## config.mk

```make
export PLATFORM = sky130hd
export DESIGN_NAME = fifo_rd_unloader_flat
export DESIGN_NICKNAME = d
export VERILOG_FILES = /design/src/rtl/fifo_rd_unloader_if.sv /design/src/rtl/fifo_rd_unloader.sv /design/src/flat_wrapper.sv
export SDC_FILE = /design/constraint.sdc
export NUM_CORES = 1
export LEC_CHECK = 0
export BUFFER_PORTS_ARGS = -buffer_cell sky130_fd_sc_hd__clkbuf_2
export CORE_MARGIN = 8
export CORE_UTILIZATION = 57
export DETAILED_ROUTE_END_ITERATION = 8
export PLACE_DENSITY = 0.85
export REMOVE_ABC_BUFFERS = 1
export SETUP_SLACK_MARGIN = 0.3
export SLEW_MARGIN = 20
export SYNTH_ARGS = -nofsm -noshare
export SYNTH_HDL_FRONTEND = slang
export SYNTH_SLANG_ARGS = --single-unit
```

## constraint.sdc

```tcl
create_clock -name clk -period 10.7 [get_ports clk]
set_input_delay 2.14 -clock clk [delete_from_list [all_inputs] [get_ports clk]]
set_output_delay 2.14 -clock clk [all_outputs]
set_load 0.05 [all_outputs]
```

## src/rtl/fifo_rd_unloader_if.sv

```systemverilog
// rtl/fifo_rd_unloader_if.sv - FIFO read port and output word stream bundle for fifo_rd_unloader
interface fifo_rd_unloader_if #(
    parameter int WIDTH = 66,
    parameter int PTR   = 4
);
    logic             fifo_rden;
    logic [WIDTH-1:0] fifo_dataout;
    logic             fifo_rdempty;
    logic [PTR:0]     fifo_rdusedw;

    logic             out_valid;
    logic             out_ready;
    logic [WIDTH-3:0] out_data;
    logic             out_sop;
    logic             out_eop;

    // Unloader side: drives the FIFO read request and the output stream.
    // The fill level is carried for status observers only; the unloader never looks at it.
    modport master (
        output fifo_rden,
        input  fifo_dataout,
        input  fifo_rdempty,
        output out_valid,
        input  out_ready,
        output out_data,
        output out_sop,
        output out_eop
    );

    // Environment side: the FIFO read port plus the downstream consumer.
    modport slave (
        input  fifo_rden,
        output fifo_dataout,
        output fifo_rdempty,
        output fifo_rdusedw,
        input  out_valid,
        output out_ready,
        input  out_data,
        input  out_sop,
        input  out_eop
    );
endinterface

```

## src/rtl/fifo_rd_unloader.sv

```systemverilog
// rtl/fifo_rd_unloader.sv - pops the clock-crossing FIFO into a 2-entry buffer and streams SOP/EOP framed words
module fifo_rd_unloader #(
    parameter int WIDTH = 66,
    parameter int PTR   = 4
) (
    input  logic                clk,
    input  logic                reset_,
    input  logic                enable,
    fifo_rd_unloader_if.master  bus,
    output logic [15:0]         pkt_cnt,
    output logic                framing_err
);
    typedef enum logic {
        IDLE   = 1'b0,
        IN_PKT = 1'b1
    } state_t;

    state_t           state;
    state_t           state_nx;
    logic [WIDTH-1:0] buf_mem [2];
    logic             rd_ptr;
    logic             wr_ptr;
    logic [1:0]       buf_cnt;
    logic             inflight;
    logic [15:0]      pkt_cnt_q;
    logic             framing_err_q;
    logic             err_set;
    logic             pop;
    logic [2:0]       occ_nx;
    logic             rden;
    logic [WIDTH-1:0] head;
    logic             cap_sop;
    logic             cap_eop;

    assign head          = buf_mem[rd_ptr];
    assign bus.out_valid = (buf_cnt != 2'd0);
    // Fields read as zero whenever the buffer is empty, so reset clears them without touching storage.
    assign bus.out_data  = bus.out_valid ? head[WIDTH-3:0] : '0;
    assign bus.out_sop   = bus.out_valid & head[WIDTH-1];
    assign bus.out_eop   = bus.out_valid & head[WIDTH-2];

    assign pop = bus.out_valid & bus.out_ready;

    // Occupancy one edge from now: buffered plus the word already on its way, less the one leaving.
    // Never exceeds 2 because a read is only issued while this is at most 1.
    assign occ_nx = {1'b0, buf_cnt} + {2'b00, inflight} - {2'b00, pop};

    assign rden          = reset_ & enable & ~bus.fifo_rdempty & (occ_nx < 3'd2);
    assign bus.fifo_rden = rden;

    assign cap_sop = bus.fifo_dataout[WIDTH-1];
    assign cap_eop = bus.fifo_dataout[WIDTH-2];

    assign pkt_cnt     = pkt_cnt_q;
    assign framing_err = framing_err_q;

    // Buffer bookkeeping: track the in-flight read and move head/tail pointers.
    always_ff @(posedge clk or negedge reset_) begin
        if (!reset_) begin
            inflight <= 1'b0;
            buf_cnt  <= 2'd0;
            rd_ptr   <= 1'b0;
            wr_ptr   <= 1'b0;
        end else begin
            inflight <= rden;
            buf_cnt  <= occ_nx[1:0];
            if (inflight) begin
                wr_ptr <= ~wr_ptr;
            end
            if (pop) begin
                rd_ptr <= ~rd_ptr;
            end
        end
    end

    // Buffer storage: capture the FIFO read data one cycle after the request.
    always_ff @(posedge clk) begin
        if (inflight) begin
            buf_mem[wr_ptr] <= bus.fifo_dataout;
        end
    end

    // Framing state register.
    always_ff @(posedge clk or negedge reset_) begin
        if (!reset_) begin
            state <= IDLE;
        end else begin
            state <= state_nx;
        end
    end

    // Framing next state, judged on each word as it is captured; bad words are still forwarded.
    always_comb begin
        state_nx = state;
        err_set  = 1'b0;
        if (inflight) begin
            case (state)
                IDLE: begin
                    if (!cap_sop) begin
                        err_set = 1'b1;
                    end else if (!cap_eop) begin
                        state_nx = IN_PKT;
                    end
                end
                IN_PKT: begin
                    if (cap_sop) begin
                        err_set  = 1'b1;
                        state_nx = cap_eop ? IDLE : IN_PKT;
                    end else if (cap_eop) begin
                        state_nx = IDLE;
                    end
                end
                default: state_nx = IDLE;
            endcase
        end
    end

    // Sticky framing error; only reset clears it.
    always_ff @(posedge clk or negedge reset_) begin
        if (!reset_) begin
            framing_err_q <= 1'b0;
        end else if (err_set) begin
            framing_err_q <= 1'b1;
        end
    end

    // Delivered-packet counter, bumped when the last word of a packet leaves; wraps naturally.
    always_ff @(posedge clk or negedge reset_) begin
        if (!reset_) begin
            pkt_cnt_q <= 16'd0;
        end else begin
            pkt_cnt_q <= pkt_cnt_q + {15'd0, pop & bus.out_eop};
        end
    end
endmodule
```

## src/flat_wrapper.sv

```systemverilog
// flat-port wrapper written by rule: the top's interface ports become plain ports
module fifo_rd_unloader_flat 
#(
    parameter int WIDTH = 66,
    parameter int PTR   = 4
)
  (clk, reset_, enable, pkt_cnt, framing_err, bus_fifo_rden, bus_fifo_dataout, bus_fifo_rdempty, bus_out_valid, bus_out_ready, bus_out_data, bus_out_sop, bus_out_eop);
  fifo_rd_unloader_if #(.WIDTH(WIDTH), .PTR(PTR)) bus_i ();
  input  logic clk;
  input  logic reset_;
  input  logic enable;
  output logic [15:0] pkt_cnt;
  output logic framing_err;
  output wire logic [$bits(bus_i.fifo_rden)-1:0] bus_fifo_rden;
  input wire logic [$bits(bus_i.fifo_dataout)-1:0] bus_fifo_dataout;
  input wire logic [$bits(bus_i.fifo_rdempty)-1:0] bus_fifo_rdempty;
  output wire logic [$bits(bus_i.out_valid)-1:0] bus_out_valid;
  input wire logic [$bits(bus_i.out_ready)-1:0] bus_out_ready;
  output wire logic [$bits(bus_i.out_data)-1:0] bus_out_data;
  output wire logic [$bits(bus_i.out_sop)-1:0] bus_out_sop;
  output wire logic [$bits(bus_i.out_eop)-1:0] bus_out_eop;
  assign bus_fifo_rden = bus_i.fifo_rden;
  assign bus_i.fifo_dataout = bus_fifo_dataout;
  assign bus_i.fifo_rdempty = bus_fifo_rdempty;
  assign bus_out_valid = bus_i.out_valid;
  assign bus_i.out_ready = bus_out_ready;
  assign bus_out_data = bus_i.out_data;
  assign bus_out_sop = bus_i.out_sop;
  assign bus_out_eop = bus_i.out_eop;
  fifo_rd_unloader #(.WIDTH(WIDTH), .PTR(PTR)) u_core (.clk(clk), .reset_(reset_), .enable(enable), .bus(bus_i), .pkt_cnt(pkt_cnt), .framing_err(framing_err));
endmodule
```

* Word-level counts from Yosys, hierarchy flattened *
Memories as Yosys holds them, arrays and structs flattened.
Index checks and enable logic that the tools add are counted.

word-level totals
  register bits = 23
  RAM bits = 132
  bits of input ports = 71
  output and inout bits = 85
  word-level logic and storage cells = 34
  memories kept = 1

memories
  name            words  bits a word  read ports  clocked after memory_dff  write ports  RTL line                RTL
  u_core.buf_mem  2      66           1           0                         1            fifo_rd_unloader.sv:20  logic [WIDTH-1:0] buf_mem [2];

cells by class
  add/sub/neg operators = 3
  $lt $le $gt $ge = 1
  multiplexer cells = 10
  bitwise logic cells = 11
  reduce and logical (&&, ||, !) cells = 1

operator list
  kind                                                        number
  two-way mux 64 bit                                          1
  adder 16 x 1 -> 16 bit                                      1
  bitwise AND 1 bit                                           7
  two-way mux 1 bit                                           7
  NOT 1 bit                                                   4
  one-hot mux 1 bit (2 select lines)                          2
  adder 2 x 1 -> 3 bit                                        1
  less-than comparator 3 x 2 -> 1 bit, second input constant  1
  subtractor 3 x 1 -> 3 bit                                   1
  nonzero test 2 bit                                          1

* Depth between registers and ports, before layout *
Gate-level depths: netlist of the first run.

  depth in word-level cells = 5
  mapped depth = 10
  mapped depth without buffers = 10

* Least setup slack after synthesis of the first run *
Ideal clock, no wire load.

  kind = input port to output port
  start point = input port bus_out_ready
  end point = output port bus_fifo_rden
  arrival = 4.796 ns
  data required time = 8.560 ns
  slack = 3.764 ns
  stages = 7
  buffers on the path = 0
  path through = nand2_1 -> inv_1 -> ha_1 -> inv_1 -> ha_1 -> fa_1 -> nor4_1

on the way
  longest elaborated chain between the ends = 4

ends and longest elaborated chain
  element                              RTL line                RTL
  start, declared                      flat_wrapper.sv:18      input wire logic [$bits(bus_i.out_ready)-1:0] bus_out_ready;
  bitwise AND 1 bit                    fifo_rd_unloader.sv:42  assign pop = bus.out_valid & bus.out_ready;
  net u_core.pop                       fifo_rd_unloader.sv:28  logic pop;
  subtractor 3 x 1 -> 3 bit            fifo_rd_unloader.sv:46  assign occ_nx = {1'b0, buf_cnt} + {2'b00, inflight} - {2'b00, pop};
  net u_core.occ_nx[1]                 fifo_rd_unloader.sv:29  logic [2:0] occ_nx;
  less-than comparator 3 x 2 -> 1 bit  fifo_rd_unloader.sv:48  assign rden = reset_ & enable & ~bus.fifo_rdempty & (occ_nx < 3'd2);
  bitwise AND 1 bit                    fifo_rd_unloader.sv:48
  end, declared                        flat_wrapper.sv:14      output wire logic [$bits(bus_i.fifo_rden)-1:0] bus_fifo_rden;

The timed path passes the listed nets, and every way through them passes these cells.

* Worst setup path in the final report of the first run *
Ends and elaborated chain as after synthesis.

==> results of run 1 <==
-- per-layer routing --
metal  vias up  share of wire (%)  global-route usage [%]
met5         -                  0                       0
met4         0                1.4                    7.11
met3        13                7.4                    6.14
met2       145                 50                    28.9
met1      1725                 41                    20.1
li1       1660                  -                       -
-- worst max-delay path, delay by kind of cell --
kind / cells / cell delay, ps
fa+ha+maj: 3 / 910
buf+inv: 4 / 510
simple gates: 2 / 460
-- stage by stage --
step | power, mW | util [%] | cell area (um^2) | hold slack, ps
after global routing | 2.40 | 73.2 | 7520 | 478
after global placement | 1.72 | 67.4 | 6930 | 447
after CTS | 2.33 | 73.2 | 7520 | 460
after detailed placement | 1.73 | 67.4 | 6930 | 449
after floorplan | 1.52 | - | 5940 | 455
final | 2.31 | 73.2 | 7520 | 458
-- registers in the layout (all words and copies together) (netlist names) --
register / cells
u_core.buf_mem: 132
u_core.pkt_cnt: 16
u_core.buf_cnt: 2
u_core.framing_err: 1
u_core.inflight: 1
u_core.rd_ptr: 1
u_core.state: 1
u_core.wr_ptr: 1
-- power by group through the flow --
stage,sequential [mW],clock (mW),combinational (mW)
after floorplan,0.836,0,0.687
after global placement,0.770,0,0.949
after detailed placement,0.775,0,0.959
after CTS,0.763,0.608,0.963
after global routing,0.768,0.634,1.00
final,0.763,0.599,0.951
-- cells in the final DEF, fill, tap and decap left out, drive strengths merged, types with 3 or more instances in the layout --
master    n
bufinv    4
ha        4
buf       3
mux2i    66
nand4     3
edfxtp  132
dfrtp    23
xnor2     7
inv      10
nand3     5
nor4      5
nand2     5
nor3      4
clkinv    5
xor2     11
nor2     71
clkbuf  175
-- kinds of logic (layout without fill, tap and decap cells) --
group	after synthesis	count (layout)	synth area share, %
AOI/OAI and AO/OA	3	3	0.291
xor gates and xnor gates	18	18	2.62
adders and majority gates	5	5	1.16
buffers and inverters	24	199	1.93
DFF	155	155	75.4
muxes	66	66	11.0
and+or+nand+nor	95	95	7.65
-- Yosys cell counts --
| library cell | n |
|---|---|
| fa_1 | 1 |
| buf_4 | 4 |
| xnor2_1 | 7 |
| nor4_1 | 1 |
| dfrtp_1 | 23 |
| nor3_1 | 4 |
| edfxtp_1 | 132 |
| nor2_1 | 71 |
| nor2b_1 | 1 |
| nor4_2 | 4 |
| buf_2 | 9 |
| and2_1 | 1 |
| a21oi_1 | 2 |
| nand2_1 | 5 |
| mux2i_1 | 66 |
| nand3_1 | 4 |
| nand3_4 | 1 |
| ha_1 | 4 |
| nand4_4 | 2 |
| clkbuf_1 | 2 |
| a21o_1 | 1 |
| nand4_1 | 1 |
| inv_1 | 9 |
| xor2_1 | 11 |
-- final cells by class --
class	count	area, um^2
Clock buffer	20	425
Clock inverter	12	170
Fill cell	670	2750
Inverter	9	33.8
Multi-Input combinational cell	187	1380
Sequential cell	155	4540
Tap cell	136	170
Timing Repair Buffer	158	798
-- worst paths after layout --
path	slack [ps]	startpoint	end
max	4540	bus_out_ready	bus_fifo_rden
min	460	u_core.framing_err$_DFFE_PN0P_	u_core.framing_err$_DFFE_PN0P_
max reg2reg	7660	u_core.rd_ptr$_DFFE_PN0P_	u_core.pkt_cnt[8]$_DFF_PN0_
min reg2reg	460	u_core.framing_err$_DFFE_PN0P_	u_core.framing_err$_DFFE_PN0P_
max in group asynchronous	8650	reset_	u_core.rd_ptr$_DFFE_PN0P_
min in group asynchronous	1620	reset_	u_core.rd_ptr$_DFFE_PN0P_
==> metrics.md, run 1 <==
| Metric | Value |
|---|---|
| Clock skew | about 8.4 ps |
| Vias in the first global route | 3777 |
| WL final | roughly 12 mm |
| Number of I/O port buffers | roughly 160 |
| Clk slew on worst S/H paths | 60 ps |
| Seq/Total Area, Yosys | 75.4% |
| CTS H-tree lvls | 4 |
| PnR worst setup slack | between 4000 and 5000 ps |
| Pint | between 1 and 1.5 mW |
| Worst Path Max Fanout | 3 |
| Mapped cell area | 6020 um^2 |
| Net load switching power | between 1 and 1.5 mW |
| Die area | 14100 um^2 |
| Synth cell types | 24 |
| Sink Count | 155 |
| Hold Fails Final Rpt | 0 |
| Post-CTS sizing | 0 |
| DP Wirelength | slightly above 8 mm |
| Area leader, netlist | edfxtp_1 |
| Die H | 119 um |
| Routed vias | 3543 |
| First-pass GRT wire length | 19.1 mm |
| Flop pwr share | between 30% and 40% |
| R2R depth | 8 |
| RSZ-0062 raised after global routing | no |
| Count of final setup violators | 0 |
| CP Capture Type | output pin |
| Syn Area/Cell | between 15 and 20 um^2 |
| # IOs | between 150 and 200 |
| Setup Fix Bufs, Post-CTS | 0 |
| Clock share of power | about a quarter |
| Cells after Synth | around 370 |
| Leakage power | 3.20 nW |
| Initial antenna violation count | 0 |
| Post-Place Worst Slack | 4500 ps |
| Core ar. | 10300 um^2 |
| Clk buf depth | 2 |
| Antenna diodes | 0 |
| Flops & latches, synth | between 150 and 200 |
| Worst-margin pin slew | approximately 900 ps |
| Clock tree root driver cell | clkbuf_8 |
| Final period utilization | 57.6% |
| Die Wd | approximately 120 um |
| First DRT Iteration DRCs | 220 |
| Area contributors post-synth | edfxtp_1, mux2i_1, dfrtp_1 |
| Number of max-cap violations | 0 |
| First-pass DRT Iterations | 4 |
| Std-Cell Rows | 37 |
| Critical-path top delay cell | fa_1 |
| Clk Latency, worst-skew pair | 510 ps |
| Dpl cells | around 650 |
| Layout area overhead | 25.0% |
| Worst EP arrival | 4020 ps |
| Starting Density | about 59% |
| Fin cells | around 680 |
| Largest net degree at the start of global routing | 67 |
| Fraction of layout instances using a drive strength above 1 | between 30% and 40% |
| Relative slew slack | 40.1% |
| CTS Hold Bufs | 0 |
| Share of the synthesized area in the top cell type | around two thirds |
| Via density | 5.23 |
| CTS tree | done |
| Final-stage net count | ~600 |
| Fmax | ~0.16 GHz |
| Critical path's largest stage delay | approximately 460 ps |
| Worst path required time | 8560 ps |
| Gpl congestion | about 0.74 |
| Cell Pwr Density | ~310 nW/um^2 |
| Post-DRT Antenna Nets | 0 |
| Syn. warnings | 0 |
| CTS Buf Count | 17 |
| WL/cell | between 15 and 20 um |
| GRT Total Usage | around 17% |
| Total grt overflow | 0 |
| Crit Path Category | in -> out |
| Slew Limit Fails | 0 |
| Switching Fraction | 43.3% |
| Worst Hold Class | reg -> reg |
| DR DRC count | 0 |
| Comb pwr share | just over 40% |
| Outcome | finished, final reports clean |
| Tmin final | a little over 6000 ps |
| Peak supply drop | 0.210 mV |
| Crit path launch type | input pin |
| TNS Setup | 0 ps |
| Crit-path cells | clkbuf_2 > nand2_1 > inv_1 > ha_1 > inv_1 > ha_1 > fa_1 > nor4_1 > clkbuf_2 |
| Hold path cells | 1 |
Note: power is estimated with default switching activity, not from simulation.
==> run 2: changes to the inputs <==
--- a/config.mk
+++ b/config.mk
@@ -5,11 +5,12 @@
 export SDC_FILE = /design/constraint.sdc
 export NUM_CORES = 1
 export LEC_CHECK = 0
+export ABC_AREA = 1
 export BUFFER_PORTS_ARGS = -buffer_cell sky130_fd_sc_hd__clkbuf_2
 export CORE_MARGIN = 8
-export CORE_UTILIZATION = 57
+export CORE_UTILIZATION = 48
 export DETAILED_ROUTE_END_ITERATION = 8
-export PLACE_DENSITY = 0.85
+export PLACE_DENSITY = 0.76
 export REMOVE_ABC_BUFFERS = 1
 export SETUP_SLACK_MARGIN = 0.3
 export SLEW_MARGIN = 20
==> constraint.sdc (replaced) <==
create_clock -name clk -period 5.55 [get_ports clk]
set_input_delay 1.11 -clock clk [delete_from_list [all_inputs] [get_ports clk]]
set_output_delay 1.11 -clock clk [all_outputs]
set_load 0.05 [all_outputs]
==> run 2 against run 1 <==
Against the previous run: sequential power is 87% higher; clock skew is 3.0 ps lower; critical path depth is 2 higher; final cell count is 21% higher; flip-flop and latch count stayed put; design area is 0.53% higher; clock-buffer cell count is 2 lower; synthesized cell count is 30% higher; critical endpoint unchanged.
==> metrics.md, run 2 <==
| Metric | Value |
|---|---|
| DR DRC count | 0 (unchanged) |
| Clk Latency, worst-skew pair | 410 ps (was 510 ps) |
| DR WL met3 | 1.18 mm (was 889 um) |
| Most frequent cells in the layout | nand2_1, clkbuf_2, edfxtp_1 (was clkbuf_2, edfxtp_1, nor2_1) |
| Crit path launch type | input pin (unchanged) |
| Worst Path Max Fanout | 2 (was 3) |
| Outcome | finished, final reports clean (unchanged) |
| CP top delay family | adder cells (unchanged) |
| TNS Setup | 0 ps (unchanged) |
| Flops & latches, synth | 155 (unchanged) |
| Fraction of layout instances using a drive strength above 1 | 33.5% (was 36.2%) |
| Die Wd | 129 um (was 119 um) |
| Count of final setup violators | 0 (unchanged) |
| Cells after Synth | 477 (was 366) |
| Share of the synthesized area in the top cell type | 64.4% (was 65.8%) |
| Std-Cell Rows | 41 (was 37) |
| DP Wirelength | 8.72 mm (was 8.10 mm) |
| Ys flop type | edfxtp_1 (unchanged) |
| Hold path cells | 1 (unchanged) |
| Leakage power | 3.09 nW (was 3.20 nW) |
| Worst R2R End | u_core.pkt_cnt[10]$_DFF_PN0_ (was u_core.pkt_cnt[8]$_DFF_PN0_) |
| Post-synth EDFFs | 132 (unchanged) |
| Final core utilization | 60.2% (was 73.2%) |
| Post-Route M1 WL | 5.39 mm (was 4.94 mm) |
| Max reg flops | 132 (unchanged) |
| WL final | 13.3 mm (was 12.0 mm) |
| GRT Total Usage | 16.2% (was 17.4%) |
| Area contributors post-synth | edfxtp_1, nand2_1, dfrtp_1 (was edfxtp_1, mux2i_1, dfrtp_1) |
| Post-CTS sizing | 0 (unchanged) |
| First-pass GRT wire length | 20.6 mm (was 19.1 mm) |
| Post-DRT Antenna Nets | 0 (unchanged) |
| Routed vias | 4010 (was 3543) |
| Worst Hold Class | reg -> reg (unchanged) |
| First-pass DRT Iterations | 5 (was 4) |
| Final-stage net count | 709 (was 604) |
| Setup Fix Bufs, Post-CTS | 0 (unchanged) |
| WHS Endpoint | u_core.framing_err$_DFFE_PN0P_ (unchanged) |
| Worst-margin pin slew | 965 ps (was 898 ps) |
| # IOs | 156 (unchanged) |
| Crit Path Category | in -> out (unchanged) |
| Most common cell after layout, fill and taps aside | nand2_1 (was clkbuf_2) |
| Syn. warnings | 0 (unchanged) |
| Initial antenna violation count | 0 (unchanged) |
| CTS Buf Count | 17 (unchanged) |
| R2R depth | 13 (was 8) |
| Critical path's largest stage delay | 440 ps (was 460 ps) |
| CTS tree | done (unchanged) |
| Top post-synthesis cells by count | nand2_1, edfxtp_1, a21oi_1 (was edfxtp_1, nor2_1, mux2i_1) |
| CP Capture Type | output pin (unchanged) |
| Most common cell in the netlist | nand2_1 (was edfxtp_1) |
| Fmax | approximately 0.25 GHz |
| Seq/Total Area, Yosys | 73.8% (was 75.4%) |
| Mapped cell area | 6150 um^2 (was 6020 um^2) |
| Sink Count | 155 (unchanged) |
| RR Startpoint | u_core.rd_ptr$_DFFE_PN0P_ (unchanged) |
| Core ar. | 12600 um^2 (was 10300 um^2) |
| Slew Limit Fails | 0 (unchanged) |
| RSZ-0062 raised after global routing | no (unchanged) |
| Clk buf depth | 2 (unchanged) |
| Highest metal used | met4 (unchanged) |
| Clk slew on worst S/H paths | 60 ps (about the same) |
| Worst EP arrival | 2960 ps (was 4020 ps) |
| CTS Hold Bufs | 0 (unchanged) |
| CTS H-tree lvls | 4 (unchanged) |
| Number of max-cap violations | 0 (unchanged) |
| Clock skew | 5.38 ps (was 8.41 ps) |
| Gpl congestion | 0.788 (was 0.743) |
| Routed wl met2 | 6.49 mm (was 5.99 mm) |
| Via density | 4.91 (was 5.23) |
| Largest reg by FF count | u_core.buf_mem (unchanged) |
| Critical-path top delay cell | fa_1 (unchanged) |
| Crit-path cells | clkbuf_2 > inv_1 > nor2_1 > ha_1 > inv_1 > ha_1 > fa_1 > nor2_1 > nand3_1 > nor2_1 > clkbuf_2 (was clkbuf_2 > nand2_1 > inv_1 > ha_1 > inv_1 > ha_1 > fa_1 > nor4_1 > clkbuf_2) |
| Total Power | 4.55 mW (was 2.31 mW) |
| R2R setup slack | 2970 ps (was 7660 ps) |
| Hold Crit Start | u_core.framing_err$_DFFE_PN0P_ (unchanged) |
| Most used cell, CP | nor2_1 |
| Cell Pwr Density | 602 nW/um^2 (was 307 nW/um^2) |
| Die H | 129 um (was 119 um) |
| Synth cell types | 27 (was 24) |
| Total grt overflow | 0 (unchanged) |
| First DRT Iteration DRCs | 255 (was 220) |
| Largest net degree at the start of global routing | 68 (was 67) |
| Async SR Flop Fraction | 14.8% (unchanged) |
| Antenna diodes | 0 (unchanged) |
| Fin cells | 817 (was 677) |
| Hold Fails Final Rpt | 0 (unchanged) |
| Number of I/O port buffers | 155 (unchanged) |
| Syn Area/Cell | 12.9 um^2 (was 16.5 um^2) |
| Dpl cells | 786 (was 645) |
| Peak supply drop | 0.402 mV (was 0.210 mV) |
| Final period utilization | about 73% |
| Worst path required time | 4440 ps (was 8560 ps) |
| Critical path buffers and inverters | 4 (unchanged) |
| Vias in the first global route | 4090 (was 3777) |
| Starting Density | 48.9% (was 58.6%) |
| Die area | 16700 um^2 (was 14100 um^2) |
| Clock tree root driver cell | clkbuf_16 (was clkbuf_8) |
| Area leader, netlist | edfxtp_1 (unchanged) |
| Layout area overhead | 23.0% (was 25.0%) |
| Tmin final | approximately 4100 ps |
| WL/cell | 16.3 um (was 17.7 um) |
| Relative slew slack | 35.7% (was 40.1%) |
[run 2: cell count changes after synthesis, moves of 5 or more]
cell     before  now
xor2_1       11    6
a21oi_1       2   56
a21oi_2       0   11
inv_1         9   17
nand2_1       5  158
mux2i_1      66    0
nor2_1       71   12
nand2_2       0    6
buf_6         0    9
[run 2: kinds of logic after synthesis]
family | share of synthesized area [%]
flip-flops | 73.8
XOR/XNOR | 1.57
buffers and inverters | 4.15
adder cells (fa/ha/maj) | 1.14
AND/OR/NAND/NOR | 12.8
AO/OA/AOI/OAI | 6.61
[run 2: power breakdown]
group | internal (mW) | total [mW] | leakage [nW] | switching (mW)
combinational | 0.395 | 2.04 | 1.33 | 1.64
sequential | 1.37 | 1.43 | 1.49 | 0.0572
clock | 0.654 | 1.09 | 0.267 | 0.432
total | 2.42 | 4.55 | 3.09 | 2.13
[run 2: layer usage]
metal	GRT usage, %	vias to the layer above
li1	-	1944
met1	19.6	1881
met2	26.1	166
met3	5.18	19
met4	7.19	0
met5	0	-
[run 2: per-stage QoR]
stage                     setup WS (ps)  cell area [um^2]  hold WS, ps
final                              1480              7560          505
after global placement             1540              7010          487
after global routing               1330              7560          535
after CTS                          1470              7560          514
after floorplan                     500              5970          463
after detailed placement           1480              7010          501
[run 2: area by class of cell]
cell class / instances / area, um^2
Clock buffer: 18 / 429
Clock inverter: 13 / 128
Fill cell: 988 / 5000
Inverter: 20 / 76.3
Multi-Input combinational cell: 280 / 1370
Sequential cell: 155 / 4540
Tap cell: 172 / 215
Timing Repair Buffer: 159 / 806
[run 2: worst max-delay path by stage]
stage	slack, ps	from	endpoint	cells past startpoint
after floorplan	500	u_core.buf_cnt[1]$_DFF_PN0_	bus_fifo_rden	9
after global placement	1540	bus_out_ready	bus_fifo_rden	11
after detailed placement	1480	bus_out_ready	bus_fifo_rden	11
after CTS	1470	bus_out_ready	bus_fifo_rden	11
after global routing	1330	bus_out_ready	bus_fifo_rden	11
final	1480	bus_out_ready	bus_fifo_rden	11
